**src/rtl/du_scaled_dbuf.sv**
```systemverilog
// ============================================================================
// Module      : du_scaled_dbuf
// Description : Display timing, integer-upscaled centred canvas addressing and
//               tear-free double-buffer swap between VRAM and the VGA pins.
// Revision    : 1.0 - initial release
// ============================================================================
`default_nettype none

module du_scaled_dbuf #(
    parameter int          DW       = 16,
    parameter int          H_LEN    = 200,
    parameter int          V_LEN    = 150,
    parameter int          SCALE    = 4,
    parameter int          H_ACT    = 800,
    parameter int          H_FP     = 56,
    parameter int          H_SW     = 120,
    parameter int          H_BP     = 64,
    parameter int          V_ACT    = 600,
    parameter int          V_FP     = 37,
    parameter int          V_SW     = 6,
    parameter int          V_BP     = 23,
    parameter int          SYNC_POL = 1,
    parameter int          RD_LAT   = 1,
    parameter logic [11:0] BORDER   = 12'h000
) (
    input  logic          pclk,
    input  logic          rstn,
    input  logic [11:0]   rdata,
    input  logic          swap_req,
    output logic [DW-1:0] raddr,
    output logic [11:0]   rgb,
    output logic          hs,
    output logic          vs,
    output logic          vblank,
    output logic          frame_start,
    output logic          front,
    output logic          swap_ack
);

    localparam int H_TOT = H_ACT + H_FP + H_SW + H_BP;
    localparam int V_TOT = V_ACT + V_FP + V_SW + V_BP;
    localparam int HW    = $clog2(H_TOT);
    localparam int VW    = $clog2(V_TOT);
    localparam int SUBW  = (SCALE > 1) ? $clog2(SCALE) : 1;
    localparam int H_OFF = (H_ACT - H_LEN * SCALE) / 2;
    localparam int V_OFF = (V_ACT - V_LEN * SCALE) / 2;

    localparam logic [HW-1:0]   H_LAST   = HW'(H_TOT - 1);
    localparam logic [HW-1:0]   H_ACT_C  = HW'(H_ACT);
    localparam logic [HW-1:0]   HS_BEG   = HW'(H_ACT + H_FP);
    localparam logic [HW-1:0]   HS_END   = HW'(H_ACT + H_FP + H_SW);
    localparam logic [HW-1:0]   H_CB     = HW'(H_OFF);
    localparam logic [HW-1:0]   H_CW     = HW'(H_LEN * SCALE);
    localparam logic [VW-1:0]   V_LAST   = VW'(V_TOT - 1);
    localparam logic [VW-1:0]   V_ACT_C  = VW'(V_ACT);
    localparam logic [VW-1:0]   V_LASTA  = VW'(V_ACT - 1);
    localparam logic [VW-1:0]   VS_BEG   = VW'(V_ACT + V_FP);
    localparam logic [VW-1:0]   VS_END   = VW'(V_ACT + V_FP + V_SW);
    localparam logic [VW-1:0]   V_CB     = VW'(V_OFF);
    localparam logic [VW-1:0]   V_CW     = VW'(V_LEN * SCALE);
    localparam logic [SUBW-1:0] SUB_LAST = SUBW'(SCALE - 1);
    localparam logic [DW-1:0]   LINE_INC = DW'(H_LEN);
    localparam logic [DW-1:0]   FB_OFF   = DW'(H_LEN * V_LEN);
    localparam logic            POL      = (SYNC_POL != 0);

    typedef enum logic [0:0] {
        S_IDLE = 1'b0,
        S_PEND = 1'b1
    } swap_state_t;

    logic [HW-1:0]          hcnt_q, hcnt_d;
    logic [VW-1:0]          vcnt_q, vcnt_d;
    logic [SUBW-1:0]        hsub_q, hsub_d, vsub_q, vsub_d;
    logic [DW-1:0]          x_q, x_d, ybase_q, ybase_d;
    logic [DW-1:0]          raddr_q, raddr_d;
    logic [RD_LAT:0][5:0]   dl_q, dl_d;
    logic [11:0]            rgb_q, rgb_d;
    logic                   hs_q, vs_q, vblank_q, fs_q;
    swap_state_t            sw_q, sw_d;
    logic                   front_q, front_d, ack_q, ack_d;

    logic [HW-1:0] hrel;
    logic [VW-1:0] vrel;
    logic          line_end, frame_end, swap_pt;
    logic          hin, vin, de0, inc0, hsr0, vsr0, vb0, fs0;
    logic          de_o, inc_o, hsr_o, vsr_o, vb_o, fs_o;

    // Stage 0: everything decoded straight from the counters
    always_comb begin
        line_end  = (hcnt_q == H_LAST);
        frame_end = line_end && (vcnt_q == V_LAST);
        swap_pt   = line_end && (vcnt_q == V_LASTA);
        hrel      = hcnt_q - H_CB;
        vrel      = vcnt_q - V_CB;
        hin       = (hrel < H_CW);
        vin       = (vrel < V_CW);
        de0       = (hcnt_q < H_ACT_C) && (vcnt_q < V_ACT_C);
        inc0      = hin && vin;
        hsr0      = (hcnt_q >= HS_BEG) && (hcnt_q < HS_END);
        vsr0      = (vcnt_q >= VS_BEG) && (vcnt_q < VS_END);
        vb0       = (vcnt_q >= V_ACT_C);
        fs0       = (hcnt_q == '0) && (vcnt_q == '0);
    end

    // Sub-pixel counters step x / line base every SCALE pixels / lines
    always_comb begin
        hcnt_d  = line_end ? '0 : hcnt_q + 1'b1;
        vcnt_d  = vcnt_q;
        hsub_d  = hsub_q;
        x_d     = x_q;
        vsub_d  = vsub_q;
        ybase_d = ybase_q;
        if (line_end) begin
            vcnt_d = (vcnt_q == V_LAST) ? '0 : vcnt_q + 1'b1;
            hsub_d = '0;
            x_d    = '0;
            if (frame_end) begin
                vsub_d  = '0;
                ybase_d = '0;
            end else if (vin) begin
                if (vsub_q == SUB_LAST) begin
                    vsub_d  = '0;
                    ybase_d = ybase_q + LINE_INC;
                end else begin
                    vsub_d = vsub_q + 1'b1;
                end
            end
        end else if (hin) begin
            if (hsub_q == SUB_LAST) begin
                hsub_d = '0;
                x_d    = x_q + 1'b1;
            end else begin
                hsub_d = hsub_q + 1'b1;
            end
        end
        raddr_d = inc0 ? ((front_q ? FB_OFF : '0) + ybase_q + x_q) : raddr_q;
    end

    always_comb begin
        sw_d    = sw_q;
        front_d = front_q;
        ack_d   = 1'b0;
        case (sw_q)
            S_IDLE: begin
                if (swap_req) begin
                    if (swap_pt) begin
                        front_d = ~front_q;
                        ack_d   = 1'b1;
                    end else begin
                        sw_d = S_PEND;
                    end
                end
            end
            S_PEND: begin
                if (swap_pt) begin
                    front_d = ~front_q;
                    ack_d   = 1'b1;
                    sw_d    = S_IDLE;
                end
            end
            default: sw_d = S_IDLE;
        endcase
    end

    // Flags wait RD_LAT+1 cycles so they meet the VRAM data at the output register
    always_comb begin
        dl_d  = {dl_q[RD_LAT-1:0], {de0, inc0, hsr0, vsr0, vb0, fs0}};
        de_o  = dl_q[RD_LAT][5];
        inc_o = dl_q[RD_LAT][4];
        hsr_o = dl_q[RD_LAT][3];
        vsr_o = dl_q[RD_LAT][2];
        vb_o  = dl_q[RD_LAT][1];
        fs_o  = dl_q[RD_LAT][0];
        rgb_d = 12'h000;
        if (de_o) begin
            rgb_d = inc_o ? rdata : BORDER;
        end
    end

    always_ff @(posedge pclk or negedge rstn) begin
        if (!rstn) begin
            hcnt_q   <= '0;
            vcnt_q   <= '0;
            hsub_q   <= '0;
            vsub_q   <= '0;
            x_q      <= '0;
            ybase_q  <= '0;
            raddr_q  <= '0;
            dl_q     <= '0;
            rgb_q    <= 12'h000;
            hs_q     <= ~POL;
            vs_q     <= ~POL;
            vblank_q <= 1'b0;
            fs_q     <= 1'b0;
            sw_q     <= S_IDLE;
            front_q  <= 1'b0;
            ack_q    <= 1'b0;
        end else begin
            hcnt_q   <= hcnt_d;
            vcnt_q   <= vcnt_d;
            hsub_q   <= hsub_d;
            vsub_q   <= vsub_d;
            x_q      <= x_d;
            ybase_q  <= ybase_d;
            raddr_q  <= raddr_d;
            dl_q     <= dl_d;
            rgb_q    <= rgb_d;
            hs_q     <= ~(hsr_o ^ POL);
            vs_q     <= ~(vsr_o ^ POL);
            vblank_q <= vb_o;
            fs_q     <= fs_o;
            sw_q     <= sw_d;
            front_q  <= front_d;
            ack_q    <= ack_d;
        end
    end

    assign raddr       = raddr_q;
    assign rgb         = rgb_q;
    assign hs          = hs_q;
    assign vs          = vs_q;
    assign vblank      = vblank_q;
    assign frame_start = fs_q;
    assign front       = front_q;
    assign swap_ack    = ack_q;

endmodule

`default_nettype wire

```
**config.mk**
```make
export PLATFORM = sky130hd
export DESIGN_NAME = du_scaled_dbuf
export DESIGN_NICKNAME = d
export VERILOG_FILES = /design/src/rtl/du_scaled_dbuf.sv
export SDC_FILE = /design/constraint.sdc
export NUM_CORES = 1
export LEC_CHECK = 0
export CORE_MARGIN = 8
export CORE_UTILIZATION = 62
export DETAILED_ROUTE_END_ITERATION = 12
export MAX_ROUTING_LAYER = met4
export PLACE_DENSITY_LB_ADDON = 0.08
export REMOVE_ABC_BUFFERS = 1
export SYNTH_ARGS = -nofsm -noshare
export SYNTH_HDL_FRONTEND = slang
export SYNTH_SLANG_ARGS = --single-unit
```
**constraint.sdc**
```tcl
create_clock -name pclk -period 6.2 [get_ports pclk]
set_clock_uncertainty 0.15 [all_clocks]
set_input_delay 0.93 -clock pclk [delete_from_list [all_inputs] [get_ports pclk]]
set_output_delay 0.93 -clock pclk [all_outputs]
set_load 0.05 [all_outputs]
```
==> results of run 1 <==
==> per-layer routing <==
layer  GRT usage  vias up  routed length [µm]
met2       0.306       93                4880
li1            -     1867                   -
met3      0.0263       13                 472
met5           -        -                   0
met1       0.254     1843                4840
met4      0.0644        0                 114
==> path summary, 6_finish.rpt <==
path / startpoint / end / depth (start not counted) / slack (ns)
worst max register to register: front / raddr[12] / 8 / 3.07
worst min register to register: dl_d[8] / dl_q[8] / 0 / 0.21
max in group asynchronous: rstn / dl_d[8] / 2 / 4.41
worst min-delay path: dl_d[8] / dl_q[8] / 0 / 0.21
min in group asynchronous: rstn / raddr[10] / 1 / 0.40
worst max-delay path: front / raddr[12] / 8 / 3.07
==> power groups by stage <==
stage	Sequential, W	Combinational, W	Clock, W
2_1_floorplan	0.000693	0.0000136	0
3_3_place_gp	0.000668	0.0000768	0
3_5_place_dp	0.000668	0.0000780	0
4_1_cts	0.000655	0.0000784	0.000403
5_1_grt	0.000656	0.0000833	0.000430
6_report	0.000655	0.0000766	0.000393
==> worst register-to-register path: stages (launching register included) <==
cell and delay (ns):
dfrtp_1 0.50, inv_1 0.23, fa_1 0.57, inv_1 0.04, ha_1 0.24, o311ai_0 0.54
a21boi_0 0.20, or4b_1 0.53, nand3_1 0.09
==> registers in the layout, indices dropped and copies added (netlist names) <==
register,count
vs,1
sw_q,1
hs,1
ybase_q,13
hcnt_q,11
x_q,16
vblank,1
front,1
hsub_q,2
frame_start,1
vsub_q,2
dl_d,5
swap_ack,1
raddr,16
vcnt_q,10
dl_q,5
rgb,12
==> cells in the mapped netlist, types with 2 or more instances <==
master	count	area [µm²]
a21o_1	5	37.5
a21oi_1	18	90.1
a31o_2	3	26.3
a31oi_1	3	18.8
and2_1	14	87.6
and3_1	11	68.8
and4_1	5	43.8
buf_1	2	7.51
buf_2	5	25.0
buf_6	2	22.5
clkbuf_1	11	41.3
dfrtp_1	99	2480
fa_1	7	140
ha_1	28	350
inv_1	29	109
mux2_2	2	22.5
mux2i_1	6	60.1
nand2_1	47	176
nand2b_1	3	18.8
nand3_1	23	115
nand4_1	15	93.8
nor2_1	47	176
nor3_1	12	60.1
nor4_1	5	31.3
nor4b_1	2	17.5
o21a_1	4	30.0
o21ai_0	19	95.1
o311ai_0	2	17.5
o31ai_1	3	22.5
o41ai_1	2	17.5
or2_2	2	12.5
or3_1	4	25.0
or4_1	3	22.5
or4b_1	2	20.0
xnor2_1	23	201
xor2_1	24	210
==> layout by cell type (no fill, tap or decap), drive strengths merged, types with 3 or more instances in the layout <==
cell,instances
ha,28
buf,5
and4,5
inv,33
nand2,47
nand3,23
nor4,6
nand4,15
o311ai,3
nor2,47
o21ai,19
a21oi,18
a31o,3
fa,7
dfrtp,99
nor3,13
o31ai,3
o21a,4
or3,4
clkbuf,10
clkinv,3
and2,14
a21o,5
xnor2,23
or4,3
nor4b,3
mux2i,6
clkdlybuf4s50,47
nand2b,3
and3,11
xor2,24
a31oi,3
or2,3
==> through the flow <==
step,setup slack (ns),utilization,instance area (µm²),cells
detailed placement,3.09,0.704,5750,652
global placement,3.19,0.704,5750,652
floorplan,2.89,-,5110,495
CTS,3.09,0.726,5940,668
global route,2.91,0.726,5940,668
finish,3.07,0.726,5940,668
==> cells by family (layout without fill, tap and decap cells) <==
kind of cell	after synthesis	in the layout
flops	99	99
fa+ha+maj	35	35
other cells	1	1
simple gates	202	202
mux	8	8
xor+xnor	47	47
compound gates	73	73
buf+inv	51	98
==> final cells by class <==
type	count	area, µm²	share of cell area
multi-input cells	366	2520	0.424
flip-flops and latches	99	2480	0.417
repair buffers	52	508	0.0856
clock buffers	10	138	0.0232
well taps	105	131	0.0221
inverters	30	115	0.0194
clock inverters	6	47.5	0.00801
==> reports/summary.md, run 1 <==
The first detailed-routing pass ran for 5 iterations. The run gives 0 as the number of antenna violations at the first check in global routing. Setup repair after global routing left no endpoint under its margin.

The maximum buffer depth of the clock tree was 2; the top-level I/O count was 49. The run gives 0.350 as the portion of total power attributed to the clock network. Adding up every negative setup slack in the final design gives 0 ns. Dividing total power by cell area gives a power density of 189 nW/µm². The detailed-route wire length was 10300 µm; the post-synthesis mux area share was 0.0158. Setup violations remaining at the end of the flow were counted as 0.

The tools report the maximum number of pins on one net before global-route repair as 54. For this design the static power due to leakage is 2.71 nW. In this run the core area contains 33 standard-cell rows. After detailed routing, the number of remaining DRC violations is 0. At the end of the flow, the number of nets in the layout was 608.

The run gives 0.195 as the global-route usage over all layers. The first global-routing pass estimated 17900 µm of wire. Synthesized area per cell: 10.1 µm². The number of buffers and inverters on the critical path is 2.

Kind of end point of the critical path: a register. The final clock period utilization by the worst path came out at 0.505. For the cell-internal power, the log shows 0.000841 W.

In the synthesized netlist the dominant register cell turns out to be dfrtp_1. STA puts the critical path data arrival time at 3.29 ns. The clock latency reported for the late side of the worst-skew pair was 0.36 ns; the area growth from synthesis to layout was 13.9%. The run gives 60 as the distinct cell type count of the synthesized netlist. The tools report the register area share after synthesis as 0.475. The fraction of the mapped netlist area in adder cells was 0.0941; the worst-margin pin slew was 0.769 ns. The complex-gate fraction of the synthesized area was 0.0934. In this run the worst hold path is classified as reg -> reg. The number of global-route vias before repair is 3789. The logic gate share of total power was 0.068; the final-layout fill cell count was 620. The post-synthesis xor/xnor area fraction is 0.0790, and the clock-pin slew of the registers on the worst-case setup and hold paths is 0.11 ns.

The run finished with clean final reports. The number of hold violations in the final report was 0; the peak supply drop was 108 µV. Clock period minus final worst setup slack: 3.13 ns.

The height of the die is 108 µm, and the switching fraction of total power is 0.252. The die covers 11600 µm². The tools report the relative slew slack as 0.482.

The slowest stage of the critical path belongs to the cell fa_1. For this run, the slowest stage of the critical path takes 0.57 ns. The logs give 0 for the antenna diode count and 0.638 for the effective utilization at floorplan. Grouping stages by cell kind, the critical path spends the most delay in adder cells.

The cell that appears most often on the critical path is inv_1. The launching element type of the critical path is a register. Number of synthesized register bits: 99. The critical path is of the reg -> reg type.

The tools report the final weighted congestion in routability-driven placement as 0.890. The share of layout cells above drive strength 1 works out to 0.0604. TritonCTS built the clock tree.

For the count of mapped cells out of synthesis, the log shows 516. The number of gates resized after CTS was 0. Number of buffers created by CTS: 9.

For this run, the top clock speed supported by timing is 319 MHz. Share of synthesized registers carrying an async set or reset: 1.00. The number of maximum-capacitance constraint violations was 0.

The dominant combinational cell family by area after synthesis was simple AND/OR/NAND/NOR gates. The detailed router finished its first iteration with 203 violations. For this design the total switching power over the nets is 0.000284 W. The run gives 0.582 as the share of power burned in registers. For this run the aggregate overflow at the end of global routing stands at 0. The clock tree synthesis step divided the H-tree into 3 levels. The post-CTS setup-driven buffer insertion count was 0; the top fanout value on the critical path was 5. After layout, the design draws a total of 0.00112 W.

The root buffer cell chosen for the clock tree is clkbuf_8. Summed over all nets, the half-perimeter wirelength after detailed placement is 7640 µm. The x dimension of the die came out at 108 µm. The number of sinks handled by clock tree synthesis was 99. Antenna violation net count after detailed routing: 0.

For the number of hold-repair buffers added at the cts stage, the log shows 0. The Yosys step of the flow raised 0 warnings. The critical path goes through inv_1, fa_1, inv_1, ha_1, o311ai_0, a21boi_0, or4b_1, nand3_1. Data on the critical path is required at its endpoint by 6.36 ns. The max-slew violation total from the final report is 0, and the post-synthesis simple-gate area fraction is 0.200. Dividing the detail-routed via count by the number of cells gives 5.71.

Summing every instance area after synthesis gives 5210 µm². Summing over every cut layer, the via total after detailed routing is 3816. The worst hold slack is 0.208 ns, and the number of port buffers is 48.

Yosys mapped a number of flops with a built-in enable equal to 0. The tools report the area of the core as 8180 µm². The average wire per standard cell works out to 15.4 µm.
Power figures use the tool's default switching activity.
==> inputs of run 2 (changes only) <==
--- a/config.mk
+++ b/config.mk
@@ -6,7 +6,7 @@
 export NUM_CORES = 1
 export LEC_CHECK = 0
 export CORE_MARGIN = 8
-export CORE_UTILIZATION = 62
+export CORE_UTILIZATION = 58
 export DETAILED_ROUTE_END_ITERATION = 12
 export MAX_ROUTING_LAYER = met4
 export PLACE_DENSITY_LB_ADDON = 0.08
==> constraint.sdc (replaced) <==
create_clock -name pclk -period 3.1 [get_ports pclk]
set_clock_uncertainty 0.15 [all_clocks]
set_input_delay 0.465 -clock pclk [delete_from_list [all_inputs] [get_ports pclk]]
set_output_delay 0.465 -clock pclk [all_outputs]
set_load 0.05 [all_outputs]
==> run 2 against run 1 <==
Net effect:
- clock-buffer cell count stayed put
- clock power is 130% higher
- sequential power is 100% higher
- register-to-register slack worse by 2.9 ns
- global-route usage is 0.82 points lower
- critical path depth is 1 higher
- utilization is 3.6 points lower
- design area is 1.4% higher
- worst hold slack worse by 0.0033 ns
- flip-flop and latch count stayed put
- critical endpoint unchanged
- largest power group unchanged
==> reports/summary.md, run 2 (synthesized netlist as in run 1, its figures left out) <==
The worst hold slack was 0.205 ns (was 0.208 ns). The row count is 34 (was 33), and the effective utilization at floorplan is 0.598 (was 0.638). Final standard cell area without fillers: 6020 µm² (was 5940 µm²).

The kind of end point of the critical path is a register (unchanged). The logs give 0 (unchanged) for the antenna diode count and 52 (was 54) for the maximum number of pins on one net before global-route repair. The logs give 3.26 ns (was 6.36 ns) for the data required time at the worst endpoint and 0 (unchanged) for the number of antenna violations at the first check in global routing.

The area growth from synthesis to layout is 15.5% (was 13.9%). The run gives 8720 µm² (was 8180 µm²) as the area of the core. Commonest cells after routing, fill and taps aside: dfrtp_1 (99), nand2_1 (47), nor2_1 (47), clkdlybuf4s50_1 (47), inv_1 (29) (unchanged). The number of buffers created by CTS was 9 (unchanged); the total instance count after detailed placement was 658 (was 652). The launching element type of the critical path was a register (unchanged). The root buffer selected by CTS is clkbuf_8 (unchanged).

The layout net count is 612 (was 608), and the clock-pin slew of the registers on the worst-case setup and hold paths is 0.10 ns (was 0.11 ns). The post-CTS setup-driven buffer insertion count was 0 (unchanged). The tools report the number of vias in the routed layout as 3806 (was 3816).

The highest clock rate was 338 MHz (was 319 MHz); the number of maximum-capacitance constraint violations was 0 (unchanged). The most common library cell in the layout ignoring fill and taps is dfrtp_1 (unchanged). The reg-to-reg critical path startpoint is ybase_q[10] (was front).

The tools report the remaining routing DRC violations as 0 (unchanged). The path type of the worst min-delay path is reg -> reg (unchanged). The peak supply drop is 232 µV (was 108 µV), and the final weighted congestion in routability-driven placement is 0.916 (was 0.890). The maximum buffer depth of the clock tree is 2 (unchanged).

The power per cell area was 393 nW/µm² (was 189 nW/µm²); the H-tree depth was 3 (unchanged). The top fanout value on the critical path is 8 (was 5). The tools report the clock latency reported for the late side of the worst-skew pair as 0.37 ns (was 0.36 ns). The critical path class is reg -> reg (unchanged). Share of layout cells above drive strength 1: 0.0653 (was 0.0604). The antenna violation net count after detailed routing came out at 0 (unchanged). The global-route usage over all layers is 0.186 (was 0.195), and the top-level I/O count is 49 (unchanged). The logs give 2.75 nW (was 2.71 nW) for the cell leakage power and 3832 (was 3789) for the number of global-route vias before repair.

The average wire per standard cell was 15.9 µm (was 15.4 µm); the full die area was 12300 µm² (was 11600 µm²). The detailed-route wire length is 10700 µm (was 10300 µm), and the data arrival time of the critical path is 3.12 ns (was 3.29 ns). The number of port buffers came out at 48 (unchanged).

The logs give 0 (unchanged) for the number of hold violations in the final report and 7920 µm (was 7640 µm) for the detailed placer's ending HPWL. The flow ran to the end, and the final reports show no timing, DRC or antenna violations. The clock period minus final worst setup slack came out at 2.96 ns (was 3.13 ns).

TritonCTS built the clock tree. Overflow left after global routing: 0 (unchanged). The final clock period utilization by the worst path is 0.955 (was 0.505). The logs give 5790 µm² (was 5750 µm²) for the instance area after placement and 99 (unchanged) for the number of sinks handled by clock tree synthesis. X dimension of the die: 111 µm (was 108 µm).

The run gives 231 (was 203) as the DRC marker count from the first detailed-route iteration. The logs give 675 (was 668) for the count of non-filler cells in the finished layout and 0 (unchanged) for the max-slew violation total from the final report. The first-pass GRT wire length was 18800 µm (was 17900 µm). Setup repair after global routing left no endpoint under its margin. First-pass iteration count of the detailed router: 4 (was 5). The tools report the utilization after layout as 0.690 (was 0.726). The startpoint of the most critical setup path is ybase_q[10] (was front). Worst-margin pin slew: 0.682 ns (was 0.769 ns). The height of the die was 111 µm (was 108 µm). The hold-critical path depth was 0 (unchanged); the post-detailed-route via-to-cell ratio was 5.64 (was 5.71). The worst min-delay path startpoint is dl_q[9] (was dl_d[8]).

Relative slew slack: 0.541 (was 0.482). The worst reg2reg path depth was 9 (was 8). The final-report setup violation count came out at 0 (unchanged).
==> run 2: layout make-up <==
class,instances,area (µm²)
Fill cell,655,2700
Inverter,30,115
Sequential cell,99,2480
Multi-Input combinational cell,366,2520
Clock buffer,10,138
Timing Repair Buffer,56,553
Clock inverter,6,82.6
Tap cell,108,135
==> run 2: worst max-delay path, stage by stage (launching register included) <==
cell      delay, ns
dfrtp_1        0.48
inv_1          0.13
fa_1           0.50
inv_1          0.05
ha_1           0.36
and3_1         0.22
a22oi_1        0.24
a21boi_0       0.15
or4b_1         0.54
nand3_1        0.09
==> run 2: layer usage <==
metal | wire length, µm | share of wire | vias up | global-route usage
met5 | 0 | 0 | - | -
met4 | 127 | 0.012 | 0 | 0.0450
met3 | 387 | 0.036 | 15 | 0.0411
met2 | 5080 | 0.47 | 85 | 0.291
met1 | 5120 | 0.48 | 1833 | 0.241
li1 | - | - | 1873 | -
==> run 2: path summary, 6_finish.rpt <==
kind	end	slack [ns]
max	raddr[12]	0.14
min	hs	0.21
max reg2reg	raddr[12]	0.14
min reg2reg	hs	0.21
max in group asynchronous	ybase_q[7]	1.57
min in group asynchronous	rgb[9]	0.52
==> run 2: through the flow <==
stage	TNS [ns]	total power (W)	setup WS, ns
4_1_cts	0	0.00239	0.177
3_3_place_gp	0	0.00149	0.318
5_1_grt	0	0.00245	0.0173
3_5_place_dp	0	0.00150	0.225
6_report	0	0.00237	0.138
2_1_floorplan	-0.485	0.00141	-0.209
==> run 2: what timing repair did <==
action	4_1_cts	5_1_grt
gates resized for setup	0	0
hold buffers	1	0
endpoints found under the hold margin	48	0
==> run 2: power breakdown <==
| part | switching (W) | leakage (nW) | internal (W) | total, W |
|---|---|---|---|---|
| registers | 0.00000498 | 1.28 | 0.00130 | 0.00131 |
| logic | 0.000102 | 1.36 | 0.0000571 | 0.000160 |
| clock network | 0.000486 | 0.108 | 0.000412 | 0.000898 |
| total | 0.000593 | 2.75 | 0.00177 | 0.00237 |
